[config.mk]
export PLATFORM = sky130hd
export DESIGN_NAME = uart_baud_gen_frac_flat
export DESIGN_NICKNAME = d
export VERILOG_FILES = /design/src/rtl/uart_baud_gen_frac_if.sv /design/src/rtl/uart_baud_gen_frac.sv /design/src/flat_wrapper.sv
export SDC_FILE = /design/constraint.sdc
export NUM_CORES = 1
export LEC_CHECK = 0
export ABC_CLOCK_PERIOD_IN_PS = 3170
export BUFFER_PORTS_ARGS = -buffer_cell sky130_fd_sc_hd__buf_2
export CAP_MARGIN = 20
export CELL_PAD_IN_SITES_DETAIL_PLACEMENT = 0
export CELL_PAD_IN_SITES_GLOBAL_PLACEMENT = 2
export CORE_MARGIN = 2
export CORE_UTILIZATION = 37
export DETAILED_ROUTE_END_ITERATION = 10
export PLACE_DENSITY = 0.79
export SYNTH_ARGS = -nofsm -noshare
export SYNTH_HDL_FRONTEND = slang
export SYNTH_SLANG_ARGS = --single-unit
[constraint.sdc]
create_clock -name clock -period 3.17 [get_ports clock]
set_input_delay 0.4755 -clock clock [delete_from_list [all_inputs] [get_ports clock]]
set_output_delay 0.4755 -clock clock [all_outputs]
set_load 0.03 [all_outputs]
[src/rtl/uart_baud_gen_frac_if.sv]
// Control/status bundle for the fractional baud generator: divisor programming,
// run control and the oversample/bit tick outputs.
interface uart_baud_gen_frac_if #(
    parameter int unsigned DIV_W  = 16,
    parameter int unsigned FRAC_W = 4
);
    logic              enable;
    logic              align_half;
    logic [DIV_W-1:0]  div_int;
    logic [FRAC_W-1:0] div_frac;
    logic              div_load;
    logic              tick_os;
    logic              tick_bit;
    logic              div_pending;

    modport master (
        output enable, align_half, div_int, div_frac, div_load,
        input  tick_os, tick_bit, div_pending
    );

    modport slave (
        input  enable, align_half, div_int, div_frac, div_load,
        output tick_os, tick_bit, div_pending
    );
endinterface

[src/rtl/uart_baud_gen_frac.sv]
// Fractional-divisor baud generator: oversample tick every div_int(+carry) clocks,
// bit tick every OS oversample ticks, optional half-bit first tick, shadowed divisor.
module uart_baud_gen_frac #(
    parameter int unsigned DIV_W        = 16,
    parameter int unsigned FRAC_W       = 4,
    parameter int unsigned OS           = 16,
    parameter int unsigned DIV_INT_RST  = 6,
    parameter int unsigned DIV_FRAC_RST = 13
) (
    input  logic                clock,
    input  logic                reset,
    uart_baud_gen_frac_if.slave bus
);
    localparam int unsigned CNT_W = DIV_W + 1;
    localparam int unsigned OS_W  = (OS > 2) ? $clog2(OS) : 1;
    localparam logic [OS_W-1:0]  OS_LAST = OS_W'(OS - 1);
    localparam logic [OS_W-1:0]  OS_HALF = OS_W'(OS / 2 - 1);
    localparam logic [DIV_W-1:0] DIV_MIN = DIV_W'(2);

    typedef enum logic [1:0] {ST_IDLE, ST_HALF, ST_FULL} state_t;

    state_t            state;
    state_t            state_nxt;

    logic [CNT_W-1:0]  cnt;
    logic [OS_W-1:0]   os_cnt;
    logic [FRAC_W-1:0] acc;
    logic              carry;
    logic [DIV_W-1:0]  shadow_int;
    logic [FRAC_W-1:0] shadow_frac;
    logic [DIV_W-1:0]  act_int;
    logic [FRAC_W-1:0] act_frac;
    logic              tick_os_q;
    logic              tick_bit_q;
    logic              pending;
    logic              upd;

    logic [CNT_W-1:0]  period_c;
    logic [OS_W-1:0]   target_c;
    logic              os_fire_c;
    logic              bit_fire_c;
    logic [FRAC_W:0]   acc_sum_c;
    logic [DIV_W-1:0]  load_int_c;

    // Tick decisions and alignment FSM next-state
    always_comb begin
        state_nxt  = state;
        period_c   = CNT_W'(act_int) + CNT_W'(carry);
        target_c   = OS_LAST;
        acc_sum_c  = {1'b0, acc} + {1'b0, act_frac};
        load_int_c = (bus.div_int < DIV_MIN) ? DIV_MIN : bus.div_int;
        if (state == ST_HALF) begin
            target_c = OS_HALF;
        end
        os_fire_c  = bus.enable && (state != ST_IDLE) && (cnt >= period_c);
        bit_fire_c = os_fire_c && (os_cnt == target_c);
        case (state)
            ST_IDLE: if (bus.enable) state_nxt = bus.align_half ? ST_HALF : ST_FULL;
            ST_HALF: if (bit_fire_c) state_nxt = ST_FULL;
            default: ;
        endcase
        if (!bus.enable) begin
            state_nxt = ST_IDLE;
        end
    end

    always_ff @(posedge clock) begin
        if (reset) begin
            state <= ST_IDLE;
        end else begin
            state <= state_nxt;
        end
    end

    // Counters, phase accumulator and divisor shadowing
    always_ff @(posedge clock) begin
        if (reset) begin
            cnt         <= '0;
            os_cnt      <= '0;
            acc         <= '0;
            carry       <= 1'b0;
            tick_os_q   <= 1'b0;
            tick_bit_q  <= 1'b0;
            pending     <= 1'b0;
            upd         <= 1'b0;
            shadow_int  <= DIV_W'(DIV_INT_RST);
            shadow_frac <= FRAC_W'(DIV_FRAC_RST);
            act_int     <= DIV_W'(DIV_INT_RST);
            act_frac    <= FRAC_W'(DIV_FRAC_RST);
        end else begin
            tick_os_q  <= os_fire_c;
            tick_bit_q <= bit_fire_c;
            if (!bus.enable) begin
                cnt    <= '0;
                os_cnt <= '0;
                acc    <= '0;
                carry  <= 1'b0;
                upd    <= 1'b0;
            end else begin
                cnt <= os_fire_c ? CNT_W'(1) : cnt + CNT_W'(1);
                if (os_fire_c) begin
                    {carry, acc} <= acc_sum_c;
                    os_cnt       <= bit_fire_c ? '0 : os_cnt + OS_W'(1);
                end
                // A load landing on the bit tick itself waits for the next bit
                upd <= bit_fire_c && pending && !bus.div_load;
            end
            if (bus.div_load) begin
                shadow_int  <= load_int_c;
                shadow_frac <= bus.div_frac;
                pending     <= 1'b1;
            end else if (pending && (upd || !bus.enable)) begin
                act_int  <= shadow_int;
                act_frac <= shadow_frac;
                pending  <= 1'b0;
            end
        end
    end

    assign bus.tick_os     = tick_os_q;
    assign bus.tick_bit    = tick_bit_q;
    assign bus.div_pending = pending;
endmodule

[src/flat_wrapper.sv]
// flat-port wrapper written by rule: the top's interface ports become plain ports
module uart_baud_gen_frac_flat 
#(
    parameter int unsigned DIV_W        = 16,
    parameter int unsigned FRAC_W       = 4,
    parameter int unsigned OS           = 16,
    parameter int unsigned DIV_INT_RST  = 6,
    parameter int unsigned DIV_FRAC_RST = 13
)
  (clock, reset, bus_enable, bus_align_half, bus_div_int, bus_div_frac, bus_div_load, bus_tick_os, bus_tick_bit, bus_div_pending);
  uart_baud_gen_frac_if #(.DIV_W(DIV_W), .FRAC_W(FRAC_W)) bus_i ();
  input  logic clock;
  input  logic reset;
  input wire logic [$bits(bus_i.enable)-1:0] bus_enable;
  input wire logic [$bits(bus_i.align_half)-1:0] bus_align_half;
  input wire logic [$bits(bus_i.div_int)-1:0] bus_div_int;
  input wire logic [$bits(bus_i.div_frac)-1:0] bus_div_frac;
  input wire logic [$bits(bus_i.div_load)-1:0] bus_div_load;
  output wire logic [$bits(bus_i.tick_os)-1:0] bus_tick_os;
  output wire logic [$bits(bus_i.tick_bit)-1:0] bus_tick_bit;
  output wire logic [$bits(bus_i.div_pending)-1:0] bus_div_pending;
  assign bus_i.enable = bus_enable;
  assign bus_i.align_half = bus_align_half;
  assign bus_i.div_int = bus_div_int;
  assign bus_i.div_frac = bus_div_frac;
  assign bus_i.div_load = bus_div_load;
  assign bus_tick_os = bus_i.tick_os;
  assign bus_tick_bit = bus_i.tick_bit;
  assign bus_div_pending = bus_i.div_pending;
  uart_baud_gen_frac #(.DIV_W(DIV_W), .FRAC_W(FRAC_W), .OS(OS), .DIV_INT_RST(DIV_INT_RST), .DIV_FRAC_RST(DIV_FRAC_RST)) u_core (.clock(clock), .reset(reset), .bus(bus_i));
endmodule
==> impl_summary.log, run 1 <==
[metrics] final core utilization: 45.47%
[metrics] worst setup path class: flop to flop
[metrics] Final Max Tran Viols: 0
[metrics] proportion of synthesized flip-flops having asynchronous set or reset: 0%
[metrics] Fmax: 0.3367 GHz
[metrics] number of standard-cell rows in the floorplan: 35
[metrics] cell type with the highest aggregate area in the netlist: dfxtp_1
[metrics] quantity of I/O buffers inserted on ports: 27
[metrics] startpoint class of the critical path: flop
[metrics] post-route standard cell area excluding fillers: 4242 sq um
[metrics] Worst-Margin Slew: 619.7 ps
[metrics] worst r2r dst: u_core.os_cnt[0]
[metrics] initial antenna violation count: 0
[metrics] peak fanout along the critical path: 7
[metrics] clock-pin transition on the worst setup and hold timing paths: 80 ps
[metrics] cell count after synthesis: 408
[metrics] Synth-to-Final Area Change: 17.91%
[metrics] Max Clock Skew: 9.386 ps
[metrics] routability congestion estimate: 0.7440
[metrics] Min-Delay Endpoint: u_core.shadow_frac[3]
[metrics] class of the most critical hold timing path: input port to flop
[metrics] share of post-route cells with drive strength above 1: 19.69%
[metrics] Mapped Avg Cell Area: 8.817 sq um
[metrics] Worst EP arrival: 3240 ps
[metrics] Final Non-Filler Cells: 581
[metrics] area share of the leading cell type in the synthesized netlist: 40.07%
[metrics] final hold slack: 338.1 ps
[metrics] maximum level of the CTS H-tree: 3
[metrics] number of detailed-route iterations in the first pass: 4
[metrics] Tcrit/Tclk final: 93.69%
[metrics] cell area after placement: 3966 sq um
[metrics] placed cells: 564
[metrics] total via count after detailed routing: 2863
[metrics] Top FF cell, synth: dfxtp_1
[metrics] leftover overflow at the end of global routing: 0
[metrics] cell depth of the worst min-delay path: 2
[metrics] summed instance area of the synthesized netlist: 3597 sq um
[metrics] main area contributors after synthesis: dfxtp_1, ha_1, nand2_1, xor2_1, mux2i_1
[metrics] total clock sinks: 72
[metrics] placed wire-length estimate after detailed placement: 5532 um
[metrics] r2r setup slk: 200 ps
[metrics] source-to-sink clock delay at the later pin of the worst-skew pair: 340 ps
[metrics] relative slew slack: 58.53%
[metrics] length in cells of the worst reg-to-reg path: 13
[metrics] Hold Startpoint: bus_div_frac[3]
[metrics] Final nets: 499
[metrics] number of warning messages in the yosys log: 0
[metrics] number of design rule violations left after detail routing: 0
[metrics] most frequently used cell type in the post-synthesis netlist: dfxtp_1
[metrics] Tmin final: 2970 ps
[metrics] vias in the first global route: 2686
[metrics] Setup Slack @ Placement: -55.36 ps
[metrics] routed length per instance: 13.16 um
[metrics] final count of hold timing violations: 0
[metrics] largest net degree at the start of global routing: 44
[metrics] TritonCTS clock tree: yes
[metrics] worst r2r src: u_core.carry
[metrics] number of synthesized register bits: 72
[metrics] reported max-cap violation count: 0
[metrics] Synthesized Nets: 459
[metrics] library cell used as clock root buffer: clkbuf_8
[metrics] number of vias per cell: 4.928
[metrics] Worst setup EP type: flop
[metrics] Design Power: 1.785 mW
[metrics] number of antenna repair diodes: 0
[metrics] data required time of the critical path: 3440 ps
[metrics] IR drop worst, VDD: 0.2173 mV
[metrics] final wirelength: 7648 um
[metrics] leakage power figure: 1.706 nW
[metrics] total power density per cell area: 420.8 nW/um^2
[metrics] result of the run: complete, no violations
[metrics] Post-Route Setup TNS: 0 ps
[metrics] CTS Buf Count: 9
[metrics] Horiz. Die Dim: 102.6 um
[metrics] Die Height: 102.6 um
[metrics] placeable core region: 9328 sq um
[metrics] worst-case setup margin in the final layout: 199.9 ps
[metrics] sequential fraction of the synthesis area: 40.07%
[metrics] area enclosed by the die boundary: 10530 sq um
[metrics] number of distinct library cells after synthesis: 41
[metrics] aggregate global-route resource usage: 15.52%
[metrics] number of top-level design ports: 28
[metrics] Finish-stage setup viols: 0
[metrics] count of antenna-violating nets left after detailed routing: 0
[metrics] global-route wire length before repair: 12920 um
[metrics] EDFF count, synth: 0
[metrics] commonest cells in the netlist: dfxtp_1, nand2_1, a21oi_1, nor2_1, ha_1
[metrics] CTS max path bufs: 2
[metrics] starting utilization of the core area: 38.56%
[metrics] Starting DRT DRC Count: 101
==> registers in the layout (all words and copies together), names as in the netlist <==
name and cells:
u_core.bus.div_pending 1, u_core.shadow_frac 4, u_core.upd 1, u_core.shadow_int 16
u_core.bus.tick_bit 1, u_core.acc 4, u_core.bus.tick_os 1, u_core.os_cnt 4
u_core.act_frac 4, u_core.cnt 17, u_core.carry 1, u_core.act_int 16
u_core.state 2
==> cells in the final DEF, fill, tap and decap left out, types with 2 or more instances in the layout <==
| cell | count |
|---|---|
| a211o_1 | 4 |
| or2_2 | 2 |
| buf_2 | 27 |
| a21oi_1 | 29 |
| ha_4 | 2 |
| mux2i_1 | 16 |
| inv_1 | 9 |
| nand2_1 | 61 |
| dfxtp_1 | 70 |
| nor2b_1 | 8 |
| nor3_2 | 10 |
| buf_4 | 18 |
| clkinvlp_4 | 3 |
| nor2_1 | 26 |
| clkbuf_8 | 10 |
| nand2b_1 | 5 |
| nand3b_1 | 5 |
| nand4_1 | 8 |
| nor4_1 | 5 |
| and4_1 | 2 |
| dfxtp_2 | 2 |
| o21ai_1 | 2 |
| xor2_1 | 19 |
| and3_1 | 8 |
| xnor2_1 | 13 |
| o21ai_0 | 8 |
| nor2_2 | 2 |
| nand3_1 | 19 |
| nor3_1 | 10 |
| a21o_1 | 4 |
| ha_1 | 23 |
==> critical path: stages, from the launching register on <==
cell and delay (ps):
dfxtp_2 360, ha_4 160, ha_4 130, nand4_1 120, buf_4 160, nor2_2 80, xnor2_1 140, ha_1 280
a21o_1 180, a21o_1 170, a221o_1 400, o211a_4 310, nor2_4 210, mux2i_1 190
==> power by group <==
group / total (mW) / switching, mW / leakage [nW] / internal, mW
Clock: 0.726 / 0.347 / 0.0904 / 0.379
Sequential: 0.943 / 0.0155 / 0.587 / 0.927
Combinational: 0.116 / 0.0656 / 1.03 / 0.0501
==> layer usage <==
metal	wire length, um	vias up	global-route usage, %
met1	4183	1311	23.50
met3	243	8	2.712
li1	-	1502	-
met5	0	-	0
met2	3135	42	22.22
met4	87	0	4.923
==> repair_timing <==
item | in CTS | in global routing
endpoints found under the setup margin | 2 | 31
cloned | 0 | 1
gates resized for setup | 1 | 14
setup buffers | 1 | 0
pin swaps | 1 | 8
hold buffers | 0 | 0
==> kinds of logic (layout without fill, tap and decap cells) <==
logic type               Yosys count  count (layout)  share of synthesized area [%]
buffers and inverters             27              70                          3.026
AO/OA/AOI/OAI                     57              58                          9.983
flip-flops                        72              72                          40.07
adder cells (fa/ha/maj)           26              26                          9.252
AND/OR/NAND/NOR                  178             178                          25.43
multiplexers                      16              16                          4.452
XOR/XNOR                          32              32                          7.791
==> layout make-up <==
class / count / area [sq um]
clock buffers: 10 / 137.6
clock inverters: 5 / 57.56
fillers: 953 / 5086
inverters: 9 / 33.78
multi-input cells: 310 / 2117
flip-flops and latches: 72 / 1444
well taps: 129 / 161.4
repair buffers: 46 / 290.3
==> how the worst max path moves through the flow <==
stage	end	depth (start not counted)	start	slack, ps
global route	u_core.carry	15	u_core.act_int[0]	-30
finish	u_core.os_cnt[0]	13	u_core.carry	200
detailed placement	u_core.os_cnt[3]	14	u_core.act_int[0]	-60
CTS	u_core.carry	14	u_core.act_int[0]	30
floorplan	u_core.os_cnt[3]	12	u_core.act_int[0]	290
global placement	u_core.os_cnt[3]	14	u_core.act_int[0]	30
Note: power is estimated with default switching activity, not from simulation.
==> run 2: changes to the inputs <==
--- a/config.mk
+++ b/config.mk
@@ -13,7 +13,7 @@
 export CORE_MARGIN = 2
 export CORE_UTILIZATION = 37
 export DETAILED_ROUTE_END_ITERATION = 10
-export PLACE_DENSITY = 0.79
+export PLACE_DENSITY = 0.89
 export SYNTH_ARGS = -nofsm -noshare
 export SYNTH_HDL_FRONTEND = slang
 export SYNTH_SLANG_ARGS = --single-unit
==> impl_summary.log, run 2 (synthesis gave the netlist of run 1 again) <==
[metrics] TritonCTS clock tree: yes (unchanged)
[metrics] Worst setup EP type: flop (unchanged)
[metrics] Net Switching: 438.8 uW (was 428.2 uW)
[metrics] quantity of I/O buffers inserted on ports: 27 (unchanged)
[metrics] Die Height: 102.6 um (unchanged)
[metrics] leftover overflow at the end of global routing: 0 (unchanged)
[metrics] Layout fillers: 963 (was 953)
[metrics] share of post-route cells with drive strength above 1: 20.18% (was 19.69%)
[metrics] result of the run: complete, no violations (unchanged)
[metrics] relative slew slack: 58.79% (was 58.53%)
[metrics] sequential standard cell area: 1444 sq um (unchanged)
[metrics] IR drop worst, VDD: 0.2628 mV (was 0.2173 mV)
[metrics] final hold slack: 328.2 ps (was 338.1 ps)
[metrics] vias in the first global route: 2602 (was 2686)
[metrics] data required time of the critical path: 3450 ps (was 3440 ps)
[metrics] total power density per cell area: 416.6 nW/um^2 (was 420.8 nW/um^2)
[metrics] count of antenna-violating nets left after detailed routing: 0 (unchanged)
[metrics] Int Pwr: 1.336 mW (was 1.357 mW)
[metrics] registers with the most flip-flops: u_core.cnt x17, u_core.act_int x16, u_core.shadow_int x16 (unchanged)
[metrics] Design Power: 1.775 mW (was 1.785 mW)
[metrics] Max Clock Skew: 11.48 ps (was 9.386 ps)
[metrics] total via count after detailed routing: 2826 (was 2863)
[metrics] r2r setup slk: 190 ps (was 200 ps)
[metrics] Finish-stage setup viols: 0 (unchanged)
[metrics] starting utilization of the core area: 38.56% (unchanged)
[metrics] leakage power figure: 1.699 nW (was 1.706 nW)
[metrics] area enclosed by the die boundary: 10530 sq um (unchanged)
[metrics] Starting DRT DRC Count: 107 (was 101)
[metrics] CTS Buf Count: 9 (unchanged)
[metrics] Fmax: 0.3354 GHz (was 0.3367 GHz)
[metrics] number of standard-cell rows in the floorplan: 35 (unchanged)
[metrics] fraction of power consumed by the clock network: 40.4% (was 40.7%)
[metrics] leading cell type in the layout, fill and taps excluded: dfxtp_1 (unchanged)
[metrics] count of hold-fix buffers inserted at cts: 0 (unchanged)
[metrics] initial antenna violation count: 0 (unchanged)
[metrics] global-route wire length before repair: 12730 um (was 12920 um)
[metrics] sw frac: 24.73% (was 23.99%)
[metrics] aggregate global-route resource usage: 15.45% (was 15.52%)
[metrics] Tcrit/Tclk final: 94.05% (was 93.69%)
[metrics] clock-pin transition on the worst setup and hold timing paths: 80 ps (about the same)
[metrics] Tmin final: 2981 ps (was 2970 ps)
[metrics] Final nets: 498 (was 499)
[metrics] number of top-level design ports: 28 (unchanged)
[metrics] Worst EP arrival: 3260 ps (was 3240 ps)
[metrics] routability congestion estimate: 0.7775 (was 0.7440)
[metrics] Final Max Tran Viols: 0 (unchanged)
[metrics] Worst-Margin Slew: 618.1 ps (was 619.7 ps)
[metrics] routed length per instance: 13.20 um (was 13.16 um)
[metrics] placeable core region: 9328 sq um (unchanged)
[metrics] proportion of power drawn by combinational gates: 6.4% (was 6.5%)
[metrics] reported max-cap violation count: 0 (unchanged)
[metrics] peak fanout along the critical path: 7 (unchanged)
[metrics] worst-case setup margin in the final layout: 188.5 ps (was 199.9 ps)
[metrics] register bank with the most flops: u_core.cnt (unchanged)
[metrics] placed wire-length estimate after detailed placement: 5403 um (was 5532 um)
[metrics] source-to-sink clock delay at the later pin of the worst-skew pair: 350 ps (was 340 ps)
[metrics] library cell used as clock root buffer: clkbuf_8 (unchanged)
[metrics] Horiz. Die Dim: 102.6 um (unchanged)
[metrics] number of antenna repair diodes: 0 (unchanged)
[metrics] total clock sinks: 72 (unchanged)
[metrics] final core utilization: 45.67% (was 45.47%)
[metrics] area taken by multi-input logic gates: 2127 sq um (was 2117 sq um)
[metrics] Reg power frac: 53.2% (was 52.8%)
[metrics] CTS max path bufs: 2 (unchanged)
[metrics] worst setup path class: flop to flop (unchanged)
[metrics] largest net degree at the start of global routing: 44 (unchanged)
[metrics] Setup Slack @ Placement: -11.23 ps (was -55.36 ps)
[metrics] final wirelength: 7657 um (was 7648 um)
[metrics] maximum level of the CTS H-tree: 3 (unchanged)
[metrics] Synth-to-Final Area Change: 18.43% (was 17.91%)
[metrics] commonest non-fill, non-tap cells in the layout: dfxtp_1, nand2_1, a21oi_1 (unchanged)
[metrics] startpoint class of the critical path: flop (unchanged)
[metrics] number of vias per cell: 4.872 (was 4.928)
[metrics] flip-flop count of the largest register after layout: 17 (unchanged)
[metrics] number of design rule violations left after detail routing: 0 (unchanged)
[metrics] class of the most critical hold timing path: input port to flop (unchanged)
[metrics] number of detailed-route iterations in the first pass: 5 (was 4)
[metrics] final count of hold timing violations: 0 (unchanged)
## run 2: stage by stage
stage,setup TNS (ps),instances,area [sq um]
2_1_floorplan,0,408,3597
3_3_place_gp,0,561,3944
3_5_place_dp,-11.23,562,3951
4_1_cts,0,577,4140
5_1_grt,-57.53,580,4260
6_report,0,580,4260
## run 2: layout make-up
class	count	share of cell area [%]
inverter	9	0.7930
timing repair buffer	46	7.225
clock buffer	10	2.996
sequential	72	33.89
clock inverter	5	1.380
multi-input combinational	309	49.93
tap	129	3.789
## run 2: power groups by stage
| stage | Clock (mW) | Combinational, mW | Sequential, mW |
|---|---|---|---|
| finish | 0.718 | 0.114 | 0.944 |
| global route | 0.773 | 0.127 | 0.946 |
| CTS | 0.742 | 0.112 | 0.943 |
| detailed placement | 0 | 0.112 | 0.964 |
| global placement | 0 | 0.109 | 0.964 |
| floorplan | 0 | 0.0729 | 0.962 |
## run 2: path summary, 6_finish.rpt
kind	start	cells after the start	endpoint
max reg2reg	u_core.carry	14	u_core.cnt[4]
min reg2reg	u_core.shadow_frac[1]	2	u_core.act_frac[1]
max	u_core.carry	14	u_core.cnt[4]
min	bus_div_frac[0]	2	u_core.shadow_frac[0]
## run 2: worst max-delay path, cell delays in order (launching register included)
cell and delay [ps]:
dfxtp_2 360, ha_4 150, ha_2 170, nand4_1 130
buf_4 170, nor2_2 80, xnor2_1 140, ha_1 280
a21o_1 160, a21o_1 170, a221o_1 380, o211ai_4 270
nand2_4 130, clkbuf_16 190, nor3_1 140
## run 2: timing repair
item,CTS,global route
buffers inserted,0,2
endpoints found under the setup margin,1,31
pin swaps,0,11
cloned,0,1
gates resized for setup,1,19
## run 2: layer usage
layer	wire length [um]	global-route usage (%)	vias up	part of all wire (%)
li1	-	-	1491	-
met1	4082	22.58	1283	53
met2	3223	21.82	43	42
met3	282	3.661	9	3.7
met4	69	6.154	0	0.90
met5	0	0	-	0
==> run 3: changes to the inputs <==
--- a/config.mk
+++ b/config.mk
@@ -8,12 +8,12 @@
 export ABC_CLOCK_PERIOD_IN_PS = 3170
 export BUFFER_PORTS_ARGS = -buffer_cell sky130_fd_sc_hd__buf_2
 export CAP_MARGIN = 20
-export CELL_PAD_IN_SITES_DETAIL_PLACEMENT = 0
-export CELL_PAD_IN_SITES_GLOBAL_PLACEMENT = 2
+export CELL_PAD_IN_SITES_DETAIL_PLACEMENT = 1
+export CELL_PAD_IN_SITES_GLOBAL_PLACEMENT = 1
 export CORE_MARGIN = 2
-export CORE_UTILIZATION = 37
+export CORE_UTILIZATION = 46
 export DETAILED_ROUTE_END_ITERATION = 10
-export PLACE_DENSITY = 0.89
+export PLACE_DENSITY = 0.9
 export SYNTH_ARGS = -nofsm -noshare
 export SYNTH_HDL_FRONTEND = slang
 export SYNTH_SLANG_ARGS = --single-unit
==> impl_summary.log, run 3 (synthesis gave the netlist of run 1 again) <==
[metrics] number of antenna repair diodes: 0 (unchanged)
[metrics] aggregate global-route resource usage: 22.76% (was 15.45%)
[metrics] Tmin final: 3239 ps (was 2981 ps)
[metrics] count of antenna-violating nets left after detailed routing: 0 (unchanged)
[metrics] number of standard-cell rows in the floorplan: 32 (was 35)
[metrics] total via count after detailed routing: 3184 (was 2826)
[metrics] final hold slack: 331.7 ps (was 328.2 ps)
[metrics] leakage power figure: 1.719 nW (was 1.699 nW)
[metrics] leading cell type in the layout, fill and taps excluded: dfxtp_1 (unchanged)
[metrics] peak fanout along the critical path: 7 (unchanged)
[metrics] Horiz. Die Dim: 92.43 um (was 102.6 um)
[metrics] Finish-stage setup viols: 9 (was 0)
[metrics] met2 routed wirelength: 5840 um (was 3223 um)
[metrics] Synth-to-Final Area Change: 17.70% (was 18.43%)
[metrics] starting utilization of the core area: 47.04% (was 38.56%)
[metrics] total clock sinks: 72 (unchanged)
[metrics] result of the run: complete, but fails checks (was complete, no violations)
[metrics] total met3 wirelength after detailed routing: 442 um (was 282 um)
[metrics] Fmax: 0.3087 GHz (was 0.3354 GHz)
[metrics] worst setup path class: flop to flop (unchanged)
[metrics] sequential standard cell area: 1449 sq um (was 1444 sq um)
[metrics] number of vias per cell: 5.758 (was 4.872)
[metrics] Worst-Margin Slew: 614.7 ps (was 618.1 ps)
[metrics] CTS Buf Count: 9 (unchanged)
[metrics] final core utilization: 55.37% (was 45.67%)
[metrics] worst-case setup margin in the final layout: -69.31 ps (was 188.5 ps)
[metrics] leftover overflow at the end of global routing: 0 (unchanged)
[metrics] routability congestion estimate: 0.7496 (was 0.7775)
[metrics] TritonCTS clock tree: yes (unchanged)
[metrics] Worst setup EP type: flop (unchanged)
[metrics] startpoint class of the critical path: flop (unchanged)
[metrics] final wirelength: 11180 um (was 7657 um)
[metrics] area taken by multi-input logic gates: 2178 sq um (was 2127 sq um)
[metrics] vias in the first global route: 3220 (was 2602)
[metrics] final count of hold timing violations: 0 (unchanged)
[metrics] Die Height: 92.43 um (was 102.6 um)
[metrics] number of detailed-route iterations in the first pass: 4 (was 5)
[metrics] relative slew slack: 59.02% (was 58.79%)
[metrics] maximum level of the CTS H-tree: 3 (unchanged)
[metrics] last element of the critical path: u_core.carry (was u_core.cnt[4])
[metrics] Tcrit/Tclk final: 102.2% (was 94.05%)
[metrics] number of design rule violations left after detail routing: 0 (unchanged)
[metrics] placed wire-length estimate after detailed placement: 6497 um (was 5403 um)
[metrics] clock-pin transition on the worst setup and hold timing paths: 80 ps (about the same)
[metrics] Max Clock Skew: 16.24 ps (was 11.48 ps)
[metrics] count of hold-fix buffers inserted at cts: 0 (unchanged)
[metrics] placeable core region: 7647 sq um (was 9328 sq um)
[metrics] library cell used as clock root buffer: clkbuf_8 (unchanged)
[metrics] largest net degree at the start of global routing: 33 (was 44)
[metrics] worst r2r dst: u_core.carry (was u_core.cnt[4])
[metrics] Setup Slack @ Placement: -161.8 ps (was -11.23 ps)
[metrics] routed length per instance: 20.22 um (was 13.20 um)
[metrics] Post-Route Setup TNS: -316.4 ps (was 0 ps)
[metrics] registers with the most flip-flops: u_core.cnt x17, u_core.act_int x16, u_core.shadow_int x16 (unchanged)
[metrics] Worst EP arrival: 3450 ps (was 3260 ps)
[metrics] source-to-sink clock delay at the later pin of the worst-skew pair: 350 ps (about the same)
[metrics] data required time of the critical path: 3380 ps (was 3450 ps)
[metrics] flip-flop count of the largest register after layout: 17 (unchanged)
[metrics] CP startpoint: u_core.carry (unchanged)
[metrics] global-route wire length before repair: 15370 um (was 12730 um)
[metrics] class of the most critical hold timing path: input port to flop (unchanged)
[metrics] number of top-level design ports: 28 (unchanged)
[metrics] Final Max Tran Viols: 0 (unchanged)
[metrics] Final nets: 497 (was 498)
[metrics] commonest non-fill, non-tap cells in the layout: dfxtp_1, nand2_1, nor2_1, a21oi_1, buf_2 (was dfxtp_1, nand2_1, a21oi_1)
[metrics] register bank with the most flops: u_core.cnt (unchanged)
[metrics] setup repair after global routing missed its margin: true
[metrics] area enclosed by the die boundary: 8543 sq um (was 10530 sq um)
[metrics] violations in the final reports: negative setup slack
[metrics] quantity of I/O buffers inserted on ports: 27 (unchanged)
[metrics] CTS max path bufs: 2 (unchanged)
[metrics] M1 wire length: 4492 um (was 4082 um)
[metrics] r2r setup slk: -70 ps (was 190 ps)
[metrics] total power density per cell area: 404.4 nW/um^2 (was 416.6 nW/um^2)
[metrics] share of post-route cells with drive strength above 1: 20.40% (was 20.18%)
[metrics] reported max-cap violation count: 0 (unchanged)
[metrics] Layout fillers: 891 (was 963)
[metrics] highest routed layer: met4 (unchanged)
[metrics] IR drop worst, VDD: 0.2853 mV (was 0.2628 mV)
[metrics] length in cells of the worst reg-to-reg path: 14 (unchanged)
[metrics] initial antenna violation count: 0 (unchanged)
[metrics] Starting DRT DRC Count: 146 (was 107)
[metrics] worst r2r src: u_core.carry (unchanged)
run 3: how the worst min path moves through the flow:
| stage | startpoint | endpoint | cells after the start |
|---|---|---|---|
| floorplan | u_core.shadow_frac[3] | u_core.act_frac[3] | 2 |
| global placement | u_core.shadow_frac[1] | u_core.act_frac[1] | 2 |
| detailed placement | u_core.shadow_int[12] | u_core.act_int[12] | 2 |
| CTS | bus_div_frac[3] | u_core.shadow_frac[3] | 2 |
| global route | bus_div_frac[0] | u_core.shadow_frac[0] | 2 |
| finish | bus_div_frac[3] | u_core.shadow_frac[3] | 2 |
run 3: where the power goes:
group          switching, mW  leakage, nW  internal, mW
clock network          0.365       0.0793         0.283
registers             0.0192        0.588         0.926
logic                 0.0696         1.05        0.0493
run 3: worst max-delay path, stage by stage (launching register included):
cell and delay (ps):
dfxtp_4 390, ha_4 170, and3_1 170, nand3_1 110, or2_2 380, nor2_1 170
xnor2_1 90, ha_1 320, nand4_1 190, nor3_2 280, buf_4 180, o211ai_4 90
buf_12 170, a221oi_1 310, nor3_1 80
run 3: layout make-up:
type | instances | share of cell area, %
multi-input combinational | 312 | 51.45
sequential | 72 | 34.22
timing repair buffer | 42 | 6.619
clock buffer | 11 | 3.103
tap | 102 | 3.014
clock inverter | 5 | 0.7979
inverter | 9 | 0.7979
run 3: through the flow:
step	power [mW]	instance area, sq um	std cells
floorplan	1.035	3597	408
global placement	1.069	3822	524
detailed placement	1.078	3830	525
CTS	1.707	4023	542
global route	1.764	4234	553
finish	1.712	4234	553
run 3: routing by layer:
metal / track usage (%) / vias to the layer above
li1: - / 1493
met1: 27.34 / 1574
met2: 39.66 / 88
met3: 4.394 / 29
met4: 9.577 / 0
met5: 0 / -
run 3: what timing repair did:
action                     in CTS  in global routing
setup buffers                   1                  8
pin swaps                       1                 13
gates resized for setup         5                 23
cloned                          0                  3
hold endpoints to repair        0                  0
setup endpoints to repair      31                 31
